<file path="src/rtl/pix_adj_pkg.sv">
// Shared constants and helpers for the pixel brightness/contrast pipeline.
// Colour-bar constants are consumed only when PIX_TESTPAT_EN is defined.
package pix_adj_pkg;

    localparam int MID8   = 128;
    localparam int ACC_W  = 18;
    localparam int PROD_W = ACC_W;

    localparam logic [23:0] BAR_WHITE   = 24'hFFFFFF;
    localparam logic [23:0] BAR_YELLOW  = 24'hFFFF00;
    localparam logic [23:0] BAR_CYAN    = 24'h00FFFF;
    localparam logic [23:0] BAR_GREEN   = 24'h00FF00;
    localparam logic [23:0] BAR_MAGENTA = 24'hFF00FF;
    localparam logic [23:0] BAR_RED     = 24'hFF0000;
    localparam logic [23:0] BAR_BLUE    = 24'h0000FF;
    localparam logic [23:0] BAR_BLACK   = 24'h000000;

    function automatic int gain_one(input int frac);
        return 1 << frac;
    endfunction

    function automatic logic [7:0] clamp8(input logic signed [ACC_W-1:0] v);
        logic [7:0] r;
        if (v < 0)
            r = 8'd0;
        else if (v > 255)
            r = 8'hFF;
        else
            r = v[7:0];
        return r;
    endfunction

    function automatic logic [23:0] bar_rgb(input logic [2:0] idx);
        logic [23:0] c;
        case (idx)
            3'd0:    c = BAR_WHITE;
            3'd1:    c = BAR_YELLOW;
            3'd2:    c = BAR_CYAN;
            3'd3:    c = BAR_GREEN;
            3'd4:    c = BAR_MAGENTA;
            3'd5:    c = BAR_RED;
            3'd6:    c = BAR_BLUE;
            default: c = BAR_BLACK;
        endcase
        return c;
    endfunction

endpackage

</file>
<file path="src/rtl/pix_adj_chan.sv">
// One colour channel of the adjuster: expand to 8 bits, centre, scale by
// gain, add brightness, clamp and truncate back to CW bits over 3 stages.
module pix_adj_chan
    import pix_adj_pkg::*;
#(
    parameter int CW        = 5,
    parameter int GAIN_FRAC = 4
) (
    input  logic                clk,
    input  logic                rst,
    input  logic                en,
    input  logic [CW-1:0]       x,
    input  logic [7:0]          gain,
    input  logic signed [7:0]   bri,
    output logic [CW-1:0]       y
);

    localparam logic signed [ACC_W-1:0] MID_S = ACC_W'(MID8);

    logic [8*CW-1:0]          rep;
    logic [7:0]               e;
    logic signed [ACC_W-1:0]  d_c;
    logic signed [ACC_W-1:0]  g_ext;
    logic signed [ACC_W-1:0]  s_c;
    logic [7:0]               y8;

    logic signed [ACC_W-1:0]  d1;
    logic [7:0]               g1;
    logic signed [7:0]        b1;
    logic signed [PROD_W-1:0] p2;
    logic signed [7:0]        b2;
    logic [CW-1:0]            y3;

    // Repeating the code and keeping the top 8 bits replicates MSBs into the LSBs.
    always_comb begin
        rep   = {8{x}};
        e     = rep[8*CW-1 -: 8];
        d_c   = $signed({{(ACC_W-8){1'b0}}, e}) - MID_S;
        g_ext = $signed({{(ACC_W-8){1'b0}}, g1});
        s_c   = (p2 >>> GAIN_FRAC) + MID_S + $signed({{(ACC_W-8){b2[7]}}, b2});
        y8    = clamp8(s_c);
    end

    // The settings ride along with the data so a frame change never mixes values.
    always_ff @(posedge clk) begin
        if (rst) begin
            d1 <= '0;
            g1 <= '0;
            b1 <= '0;
            p2 <= '0;
            b2 <= '0;
            y3 <= '0;
        end else if (en) begin
            d1 <= d_c;
            g1 <= gain;
            b1 <= bri;
            p2 <= d1 * g_ext;
            b2 <= b1;
            y3 <= y8[7 -: CW];
        end
    end

    assign y = y3;

endmodule

</file>
<file path="src/rtl/pix_adjust_pipe.sv">
// Pipelined per-channel brightness/contrast adjuster with frame-latched settings.
// Optional colour-bar generator enabled by defining PIX_TESTPAT_EN.
module pix_adjust_pipe
    import pix_adj_pkg::*;
#(
    parameter int R_W       = 5,
    parameter int G_W       = 6,
    parameter int B_W       = 5,
    parameter int GAIN_FRAC = 4,
    parameter int GAIN_MIN  = 4,
    parameter int GAIN_MAX  = 64,
    parameter int BRI_MAX   = 96,
    parameter int BRI_STEP  = 8,
    parameter int GAIN_STEP = 2,
    parameter int H_ACTIVE  = 640
) (
    input  logic                     clk,
    input  logic                     rst,
    input  logic                     bri_up,
    input  logic                     bri_dn,
    input  logic                     con_up,
    input  logic                     con_dn,
`ifdef PIX_TESTPAT_EN
    input  logic                     test_en,
`endif
    input  logic                     s_valid,
    output logic                     s_ready,
    input  logic [R_W+G_W+B_W-1:0]   s_data,
    input  logic                     s_sof,
    input  logic                     s_eol,
    output logic                     m_valid,
    input  logic                     m_ready,
    output logic [R_W+G_W+B_W-1:0]   m_data,
    output logic                     m_sof,
    output logic                     m_eol,
    output logic signed [7:0]        bri_cur,
    output logic [7:0]               gain_cur
);

    localparam int PIX_W = R_W + G_W + B_W;
    localparam logic [7:0]        G_ONE  = 8'(gain_one(GAIN_FRAC));
    localparam logic signed [9:0] BRI_HI = 10'(BRI_MAX);
    localparam logic signed [9:0] BRI_LO = -10'(BRI_MAX);
    localparam logic signed [9:0] BSTEP  = 10'(BRI_STEP);
    localparam logic signed [9:0] G_LO   = 10'(GAIN_MIN);
    localparam logic signed [9:0] G_HI   = 10'(GAIN_MAX);
    localparam logic signed [9:0] GSTEP  = 10'(GAIN_STEP);

    logic                adv;
    logic                acc;
    logic                latch_now;
    logic signed [7:0]   bri_pend;
    logic [7:0]          gain_pend;
    logic signed [9:0]   bri_w;
    logic signed [9:0]   gain_w;
    logic signed [7:0]   bri_eff;
    logic [7:0]          gain_eff;
    logic [PIX_W-1:0]    pix;
    logic                v1, v2, v3;
    logic                sof1, sof2, sof3;
    logic                eol1, eol2, eol3;
    logic [R_W-1:0]      r_y;
    logic [G_W-1:0]      g_y;
    logic [B_W-1:0]      b_y;

    assign adv     = !v3 || m_ready;
    assign s_ready = adv;
    assign acc     = s_valid && adv;
    assign m_valid = v3;
    assign m_sof   = sof3;
    assign m_eol   = eol3;
    assign m_data  = {r_y, g_y, b_y};

    // Pending settings step and saturate; opposing pulses cancel.
    always_comb begin
        bri_w  = {{2{bri_pend[7]}}, bri_pend};
        gain_w = $signed({2'b00, gain_pend});
        if (bri_up && !bri_dn)
            bri_w = bri_w + BSTEP;
        else if (bri_dn && !bri_up)
            bri_w = bri_w - BSTEP;
        if (bri_w > BRI_HI)
            bri_w = BRI_HI;
        else if (bri_w < BRI_LO)
            bri_w = BRI_LO;
        if (con_up && !con_dn)
            gain_w = gain_w + GSTEP;
        else if (con_dn && !con_up)
            gain_w = gain_w - GSTEP;
        if (gain_w > G_HI)
            gain_w = G_HI;
        else if (gain_w < G_LO)
            gain_w = G_LO;
    end

    // The sof beat itself must already see the newly latched values.
    always_comb begin
        latch_now = acc && s_sof;
        bri_eff   = latch_now ? bri_pend  : bri_cur;
        gain_eff  = latch_now ? gain_pend : gain_cur;
    end

    always_ff @(posedge clk) begin
        if (rst) begin
            bri_pend  <= '0;
            gain_pend <= G_ONE;
            bri_cur   <= '0;
            gain_cur  <= G_ONE;
        end else begin
            bri_pend  <= bri_w[7:0];
            gain_pend <= gain_w[7:0];
            if (latch_now) begin
                bri_cur  <= bri_pend;
                gain_cur <= gain_pend;
            end
        end
    end

`ifdef PIX_TESTPAT_EN
    localparam int COL_W = $clog2(H_ACTIVE + 1);
    localparam int BAR_W = (H_ACTIVE / 8 > 0) ? H_ACTIVE / 8 : 1;

    logic [COL_W-1:0] col;
    logic [COL_W-1:0] col_use;
    logic [2:0]       bar;
    logic [23:0]      rgb;
    int               bar_i;

    // A sof beat always sits in column 0, even if the previous line lacked eol.
    always_comb begin
        col_use = s_sof ? '0 : col;
        bar_i   = int'(col_use) / BAR_W;
        bar     = (bar_i > 7) ? 3'd7 : 3'(bar_i);
        rgb     = bar_rgb(bar);
        pix     = test_en ? {rgb[23 -: R_W], rgb[15 -: G_W], rgb[7 -: B_W]} : s_data;
    end

    always_ff @(posedge clk) begin
        if (rst)
            col <= '0;
        else if (acc)
            col <= s_eol ? '0 : col_use + COL_W'(1);
    end
`else
    assign pix = s_data;
`endif

    always_ff @(posedge clk) begin
        if (rst) begin
            {v1, v2, v3}       <= '0;
            {sof1, sof2, sof3} <= '0;
            {eol1, eol2, eol3} <= '0;
        end else if (adv) begin
            v1   <= s_valid;
            v2   <= v1;
            v3   <= v2;
            sof1 <= s_sof && s_valid;
            sof2 <= sof1;
            sof3 <= sof2;
            eol1 <= s_eol && s_valid;
            eol2 <= eol1;
            eol3 <= eol2;
        end
    end

    pix_adj_chan #(.CW(R_W), .GAIN_FRAC(GAIN_FRAC)) u_chan_r (
        .clk  (clk),
        .rst  (rst),
        .en   (adv),
        .x    (pix[PIX_W-1 -: R_W]),
        .gain (gain_eff),
        .bri  (bri_eff),
        .y    (r_y)
    );

    pix_adj_chan #(.CW(G_W), .GAIN_FRAC(GAIN_FRAC)) u_chan_g (
        .clk  (clk),
        .rst  (rst),
        .en   (adv),
        .x    (pix[G_W+B_W-1 -: G_W]),
        .gain (gain_eff),
        .bri  (bri_eff),
        .y    (g_y)
    );

    pix_adj_chan #(.CW(B_W), .GAIN_FRAC(GAIN_FRAC)) u_chan_b (
        .clk  (clk),
        .rst  (rst),
        .en   (adv),
        .x    (pix[B_W-1:0]),
        .gain (gain_eff),
        .bri  (bri_eff),
        .y    (b_y)
    );

endmodule

</file>
<file path="config.mk">
export PLATFORM = sky130hd
export DESIGN_NAME = pix_adjust_pipe
export DESIGN_NICKNAME = d
export VERILOG_FILES = /design/src/rtl/pix_adj_pkg.sv /design/src/rtl/pix_adj_chan.sv /design/src/rtl/pix_adjust_pipe.sv
export SDC_FILE = /design/constraint.sdc
export NUM_CORES = 1
export LEC_CHECK = 0
export ABC_AREA = 1
export BUFFER_PORTS_ARGS = -buffer_cell sky130_fd_sc_hd__buf_2
export CAP_MARGIN = 20
export CORE_MARGIN = 4
export CORE_UTILIZATION = 30
export DETAILED_ROUTE_END_ITERATION = 16
export GPL_ROUTABILITY_DRIVEN = 0
export PLACE_DENSITY = 0.48
export SLEW_MARGIN = 20
export SYNTH_ARGS = -nofsm -noshare
export SYNTH_HDL_FRONTEND = slang
export SYNTH_HIERARCHICAL = 1
export SYNTH_SLANG_ARGS = --single-unit
</file>
<file path="constraint.sdc">
create_clock -name clk -period 12.3 [get_ports clk]
set_clock_uncertainty 0.2 [all_clocks]
set_input_delay 0 -clock clk [delete_from_list [all_inputs] [get_ports clk]]
set_output_delay 0 -clock clk [all_outputs]
set_load 0.03 [all_outputs]
</file>
After elaboration in Yosys (flattened, before gate mapping)
Cells that the tools add are included.

cells by class
  add/sub/neg operators = 13
  mux-type cells = 16
  $mul = 3
  reduce and logical (&&, ||, !) cells = 18
  magnitude comparators = 10

operators by type and width
  kind                                                                            count
  8-bit 2-to-1 mux                                                                9
  18-bit by 9-bit > comparator with 1-bit output (second input constant)          3
  18-bit by 1-bit less-than comparator with 1-bit output (second input constant)  3
  18-bit by 9-bit multiplier with 18-bit output                                   3
  15-bit by 8-bit adder with 16-bit output                                        3
  14-bit by 9-bit adder with 15-bit output (second input constant)                3
  10-bit 2-to-1 mux                                                               4
  8-bit by 8-bit subtractor with 9-bit output (second input constant)             3
  7-bit 2-to-1 mux                                                                3
  10-bit by 8-bit > comparator with 1-bit output (second input constant)          2
  10-bit by 4-bit less-than comparator with 1-bit output (second input constant)  1
  10-bit by 8-bit less-than comparator with 1-bit output (second input constant)  1
  8-bit by 2-bit adder with 9-bit output (second input constant)                  1
  8-bit by 5-bit adder with 9-bit output (second input constant)                  1
  8-bit by 2-bit subtractor with 9-bit output (second input constant)             1
  8-bit by 5-bit subtractor with 9-bit output (second input constant)             1
  1-bit logical AND                                                               8
  3-bit OR reduction                                                              2
  1-bit logical NOT                                                               5
  2-bit OR reduction                                                              2
  1-bit logical OR                                                                1

storage, ports and cells
  flip-flop bits (word level) = 189
  word-level logic and storage cells = 89
  output and inout port bits = 36

Logic depth before layout (Yosys ltp)
Gate-level depths: netlist of the first run.

  depth in word-level cells = 7
  depth in mapped cells = 22
  gate-level depth less buffers = 21

Hierarchy
The synthesis of the first run kept the hierarchy.

by module, submodules not included
  module                    cells each  area an instance (um^2)  times used
  pix_adj_chan at u_chan_g  780         5572.8                   1
  pix_adj_chan at u_chan_r  747         5512.8                   1
  pix_adj_chan at u_chan_b  753         5441.5                   1
  pix_adjust_pipe           302         2000.7                   1

Least setup slack after synthesis of the first run
No wires, ideal clock.

  path kind = register to register
  from = register u_chan_g.d1[7]
  to = register u_chan_g.p2[17]
  required time = 12.044 ns
  path buffers = 1
  stages on the path, launching flop included = 23
  data arrival time = 4.241 ns
  path slack = 7.803 ns
  cells stage by stage = dfxtp_1 > clkbuf_1 > nand2_1 > inv_1 > fa_1 > inv_1 > fa_1 > inv_1 > fa_1 > inv_1 > fa_1 > inv_1 > ha_1 > nand2_1 > o21ai_0 > a21oi_1 > o21ai_1 > nand2_1 > nand3_1 > or2_1 > nand3_1 > nand2_1 > inv_1

on the way
  word-level cells in the longest chain between the ends = 1

ends and longest elaborated chain
  what                                           RTL line            source
  from (decl)                                    pix_adj_chan.sv:27  logic signed [ACC_W-1:0] d1;
  from (signal assigned)                         pix_adj_chan.sv:47  d1 <= '0;
  from (signal assigned)                         pix_adj_chan.sv:54  d1 <= d_c;
  18-bit by 9-bit multiplier with 18-bit output  pix_adj_chan.sv:57  p2 <= d1 * g_ext;
  to (signal assigned)                           pix_adj_chan.sv:57
  to (decl)                                      pix_adj_chan.sv:30  logic signed [PROD_W-1:0] p2;

Every way passes these cells.
A chain may end at the register's enable or synchronous reset.

Worst setup path in the final report of the first run
  from = register u_chan_r.d1[7]
  to = register u_chan_r.p2[13]

on the way
  word-level cells in the longest chain between the ends = 1

ends and longest elaborated chain
  what                                           RTL line
  from (decl)                                    pix_adj_chan.sv:27
  from (signal assigned)                         pix_adj_chan.sv:47
  from (signal assigned)                         pix_adj_chan.sv:54
  18-bit by 9-bit multiplier with 18-bit output  pix_adj_chan.sv:57
  to (signal assigned)                           pix_adj_chan.sv:57
  to (decl)                                      pix_adj_chan.sv:30

Every way passes these cells.

==> flow_summary.yaml, run 1 <==
drt:
  highest_layer: "met4"
  remaining_drc_errors: 0
  route.met3.wl_um: 1410
  wl_um: 45700
  wl_met2_um: 21500
  final_antenna_net_count: 0
  firstDrtPassIters: 5
  vias_per_cell: 4.53
  wl_per_cell_um: 13.4
  met1Wirelength_um: 21900
  num_vias: 15500
  drt_iter0_markers: 858
final_layout:
  drive_above_1_share_pct: 8.28
  multi_input_area_um2: 12300
  nFillCells: 6538
  ff_latch_area_um2: 3720
  area_growth_pct: 10.5
  fin_nets: 3000
  diodes: 0
  post-route-cell-area_um2: 20500
synthesis:
  synth_cell_types: 48
  syn_nets: 2961
  synth_enable_flop_cells: 0
  synth_area_leaders: "dfxtp_1 20%, fa_1 18%, ha_1 12%, inv_1 12%, nand2_1 9.5%"
  syn_inst: 2582
  syn_avg_cell_area_um2: 7.18
  yosysTopAreaCellShare_pct: 20.1
  ys.flop_type: "dfxtp_1"
  async_flop_share_pct: 0
  ys_seq_area_share_pct: 20.1
  yosys_warnings: 6
  ys_seq_elements: 186
  syn_area_um2: 18500
  synth_top_cell_by_area: "dfxtp_1"
clock_tree:
  postCtsSetupRepairBufs: 0
  cts_root_buf: "clkbuf_16"
  cts_buffer_depth: 2
  cts.sink_count: 186
  clk-insertion-delay-late_ps: 490
  cts-buffers-inserted: 17
  clk_pin_slew_worst_paths_ps: 80
  htree_levels: 4
  cts_tree: "built"
sta:
  slew_headroom_pct: 31.4
  setup_viol: 0
  fmax_mhz: 208
  rsz0062_at_grt: "false"
  min_period_ps: 4810
  tns_ps: 0
  tightestPinTransition_ps: 1030
  fin_ws_ps: 7490
  report.final.slew_viol_count: 0
  finalHoldViolCount: 0
  period_share_pct: 39.1
placed_design:
  dp_hpwl_um: 36500
  io_buffers: 61
  dp_worst_setup_slack_ps: 7500
  dpl_cell_area_um2: 19500
die:
  die-area_um2: 65800
  io_pins: 62
  core_region_area_um2: 60700
  die_height_um: 257
  fp-row-count: 90
  die_x_um: 257
  initial_core_util_pct: 30.5
power:
  p_per_area_nw_per_um2: 102
  pwr-share-clk_pct: 28.2
  switching_share_pct: 39.7
  comb_power_share_pct: 36.3
  peakVddDrop_v: 0.0000852
  p_switching_uw: 829
  p_int_mw: 1.26
  p_seq_share_pct: 35.5
  leakage_nw: 11.3
worst_setup_path:
  cp.arrival_ps: 4980
  r2r_cells: 16
  required_ps: 12470
  worst-path-max-fanout: 10
  worst_setup_path_end_kind: "register"
  r2r-end: "u_chan_r/p2[13]"
  critical_path_class: "register to register"
  r2r_start: "u_chan_r/d1[7]"
  startpoint_type: "register"
  r2r_slack_ps: 7490
flow_run:
  drv_cap: 0
global_routing:
  grt_max_degree: 82
  grtUsageTotal_pct: 14.1
  antenna_found_initial: 0
  grt_pass1_wl_um: 76900
  first_global_vias: 15500
  grt.overflow.total: 0
min_path:
  hp-class: "input pin to register"
  min_from: "s_data[7]"
  min_path_cells: 4
  holdPathEnd: "u_chan_g/d1[4]"
status:
  outcome: "finished clean"
-- through the flow --
step | util (%) | hold WS [ps] | power [mW] | std cells
floorplan | - | -121 | 1.31 | 2582
global placement | 32.2 | 28.5 | 1.50 | 3350
detailed placement | 32.2 | 26.3 | 1.50 | 3350
CTS | 33.7 | 38.3 | 2.12 | 3415
global route | 33.7 | 77.0 | 2.26 | 3415
finish | 33.7 | 71.7 | 2.09 | 3415
-- layout make-up --
cell class / instances / area share, %
sequential: 186 / 18.2
multi-input combinational: 1732 / 60.0
tap: 782 / 4.78
clock buffer: 18 / 2.10
timing repair buffer: 100 / 3.35
clock inverter: 13 / 0.837
inverter: 584 / 10.7
-- worst max-delay path, cell delays in order (launching register included) --
cell,delay (ps)
dfxtp_1,510
nand2_1,150
inv_1,140
fa_1,490
inv_1,260
fa_1,440
inv_1,80
fa_1,430
fa_1,490
ha_1,370
a21oi_1,250
o21ai_0,170
a21oi_1,230
o21ai_0,130
xor2_1,170
o21ai_0,140
inv_1,50
-- routing by layer --
metal | vias up | global-route usage, %
met3 | 44 | 2.21
met1 | 7295 | 18.7
li1 | 7915 | -
met5 | - | 0
met2 | 214 | 24.0
met4 | 0 | 3.97
-- synth_stat cells, types with 12 or more instances --
master	number
nor2_2	14
dfxtp_1	186
nand3_1	106
fa_1	169
or2_2	12
xor2_1	28
nand4_1	17
clkbuf_1	74
nand2_2	25
nor2_1	323
xnor2_1	23
inv_2	13
inv_1	568
ha_1	184
nand2_1	470
a21oi_2	28
nor3_1	13
o21bai_1	12
a21oi_1	80
o21ai_0	156
-- flip-flops by register name (all words and copies together), names as in the netlist, 6 cells and up --
name	flops
bri_cur	8
u_chan_b/p2	14
u_chan_r/d1	6
u_chan_r/p2	14
u_chan_g/b2	8
u_chan_b/b2	8
u_chan_g/p2	14
gain_cur	8
u_chan_b/d1	6
u_chan_g/d1	7
u_chan_r/g1	8
gain_pend	7
u_chan_g/y	6
u_chan_b/b1	8
u_chan_r/b2	8
u_chan_r/b1	8
u_chan_b/g1	8
u_chan_g/g1	8
u_chan_g/b1	8
-- how the worst max path moves through the flow --
stage | from | to | slack (ps) | cells past startpoint
global placement | u_chan_g/d1[7] | u_chan_g/p2[17] | 7590 | 21
CTS | u_chan_g/d1[7] | u_chan_g/p2[17] | 7450 | 21
global route | u_chan_g/d1[7] | u_chan_g/p2[17] | 7020 | 21
detailed placement | u_chan_g/d1[7] | u_chan_g/p2[17] | 7500 | 21
finish | u_chan_r/d1[7] | u_chan_r/p2[13] | 7490 | 16
floorplan | u_chan_g/d1[7] | u_chan_g/p2[17] | 7800 | 22
-- power groups by stage --
stage          registers [mW]  clock network [mW]  logic [mW]
6_report                0.740               0.589       0.757
5_1_grt                 0.752               0.629       0.878
4_1_cts                 0.740               0.612       0.768
3_5_place_dp            0.753                   0       0.749
3_3_place_gp            0.752                   0       0.744
2_1_floorplan           0.757                   0       0.558
-- logic make-up after synthesis --
family | count (synthesis) | share of synthesized area (%)
XOR/XNOR | 51 | 2.41
AO/OA/AOI/OAI | 308 | 9.57
buffers and inverters | 664 | 13.6
flip-flops | 186 | 20.1
adder cells (fa/ha/maj) | 353 | 30.7
AND/OR/NAND/NOR | 1019 | 23.7
other | 1 | 0.0202
-- layout by cell type, fill, tap and decap left out, drive strengths merged --
| cell | instances |
|---|---|
| o21bai | 12 |
| o21ai | 162 |
| o211ai | 10 |
| a31oi | 8 |
| o22ai | 1 |
| a22oi | 1 |
| conb | 1 |
| ha | 184 |
| bufinv | 2 |
| xnor2 | 23 |
| buf | 66 |
| a211oi | 2 |
| clkbuf | 18 |
| nand4 | 17 |
| or2 | 18 |
| nor3 | 14 |
| dlygate4sd3 | 34 |
| nand3 | 119 |
| nor2 | 342 |
| inv | 590 |
| a21o | 1 |
| fa | 169 |
| and2 | 1 |
| nand3b | 8 |
| clkinv | 5 |
| nand2 | 497 |
| o21a | 1 |
| nor4b | 3 |
| xor2 | 28 |
| a21oi | 110 |
| dfxtp | 186 |
-- what timing repair did --
item | in CTS | in global routing
hold buffers | 34 | 0
gates resized for setup | 0 | 0
endpoints found under the hold margin | 79 | 0
Note: power is estimated with default switching activity, not from simulation.
==> run 2, diff against run 1 <==
==> constraint.sdc (replaced) <==
create_clock -name clk -period 4.9 [get_ports clk]
set_clock_uncertainty 0.2 [all_clocks]
set_input_delay 0 -clock clk [delete_from_list [all_inputs] [get_ports clk]]
set_output_delay 0 -clock clk [all_outputs]
set_load 0.03 [all_outputs]
==> flow_summary.yaml, run 2 (synthesis results as in run 1) <==
final_layout:
  area_growth_pct: 11.3
  drive_above_1_share_pct: 9.71
  fin_nets: 3012
  final_cells: 3428
  diodes: 0
  final_cell_mix: "566 x inv_1, 468 x nand2_1, 322 x nor2_1"
  reg_top3: "u_chan_b/p2 x14, u_chan_g/p2 x14, u_chan_r/p2 x14"
  final_common_cell: "inv_1"
sta:
  tightestPinTransition_ps: 1070
  slew_headroom_pct: 28.4
  tns_ps: 0
  period_share_pct: 94.7
  min_period_ps: 4640
  fmax_mhz: 216
  rsz0062_at_grt: "false"
  setup_viol: 0
  report.final.slew_viol_count: 0
  finalHoldViolCount: 0
worst_setup_path:
  required_ps: 5100
  critical_path_class: "register to register"
  r2r_cells: 16
  worst_setup_path_end_kind: "register"
  worst-path-max-fanout: 7
  cp.arrival_ps: 4840
  startpoint_type: "register"
placed_design:
  io_buffers: 61
  place_inst: 3362
  dp_hpwl_um: 36700
drt:
  firstDrtPassIters: 6
  wl_um: 45900
  num_vias: 15400
  drt_iter0_markers: 756
  wl_per_cell_um: 13.4
  final_antenna_net_count: 0
  vias_per_cell: 4.50
  remaining_drc_errors: 0
die:
  die-area_um2: 65800
  fp-row-count: 90
  core_region_area_um2: 60700
  io_pins: 62
  initial_core_util_pct: 30.5
  die_x_um: 257
  die_height_um: 257
power:
  leakage_nw: 11.4
  peakVddDrop_v: 0.000188
  p_per_area_nw_per_um2: 253
global_routing:
  grtUsageMet2_pct: 24.3
  grtUsageMet1_pct: 18.9
  use_met3_pct: 2.23
  grt_busiest_layer: "met2"
  antenna_found_initial: 0
  grt.overflow.total: 0
  grt_max_degree: 96
  grt_pass1_wl_um: 77500
  first_global_vias: 15500
  grtUsageTotal_pct: 14.2
flow_run:
  drv_cap: 0
clock_tree:
  htree_levels: 4
  cts_buffer_depth: 2
  postCtsSetupRepairBufs: 0
  clk-insertion-delay-late_ps: 470
  cts-buffers-inserted: 17
  cts_root_buf: "clkbuf_16"
  cts_tree: "built"
  clk_pin_slew_worst_paths_ps: 80
  cts.sink_count: 186
min_path:
  min_path_cells: 4
  hp-class: "input pin to register"
status:
  outcome: "finished clean"
## run 2: path summary, 6_finish.rpt
path / slack (ps) / start / endpoint
worst max-delay path: 260 / u_chan_b/g1[0] / u_chan_b/p2[17]
worst min-delay path: 80 / s_data[7] / u_chan_g/d1[4]
worst max register to register: 260 / u_chan_b/g1[0] / u_chan_b/p2[17]
worst min register to register: 260 / v2 / v2
## run 2: per-layer routing
metal	vias up	share of wire, %
li1	7944	-
met1	7230	48
met2	220	47
met3	40	3.0
met4	0	1.7
met5	-	0
## run 2: final cells by class
type                            instances  area (um2)
Multi-Input combinational cell       1732       12300
Clock buffer                           17         425
Clock inverter                         15         173
Fill cell                            6508       40100
Tap cell                              782         978
Timing Repair Buffer                  112         776
Inverter                              584        2190
Sequential cell                       186        3740
## run 2: critical path, cell delays in order, from the launching register on
cell      delay (ps)
dfxtp_1          470
nand2_1          140
inv_1            150
fa_1             490
fa_1             530
inv_1            120
fa_1             530
fa_1             510
inv_1             40
ha_1             360
inv_1            160
o21bai_1         120
a21oi_1          130
nor2_1            60
a211oi_1         270
nand3_1          120
a31oi_1          160
## run 2: repair_timing
action / CTS / global route
setup endpoints to repair: 0 / 12
hold endpoints to repair: 80 / 0
hold buffers: 34 / 0
resized for setup: 0 / 29
## run 2: power breakdown
part | internal, mW | leakage [nW] | switching [mW]
registers | 1.69 | 1.53 | 0.165
logic | 0.704 | 9.56 | 1.21
clock network | 0.730 | 0.292 | 0.718
total | 3.12 | 11.4 | 2.10
## run 2: through the flow
step	utilization, %	hold slack (ps)	setup WS (ps)	instance area [um2]	total power, mW
after global routing	34.0	86.3	2.85	20600	5.67
final	34.0	84.2	261	20600	5.22
after CTS	33.9	34.1	172	20600	5.31
after global placement	32.3	31.1	235	19600	3.77
after floorplan	-	-121	403	18500	3.30
after detailed placement	32.3	31.6	212	19600	3.78
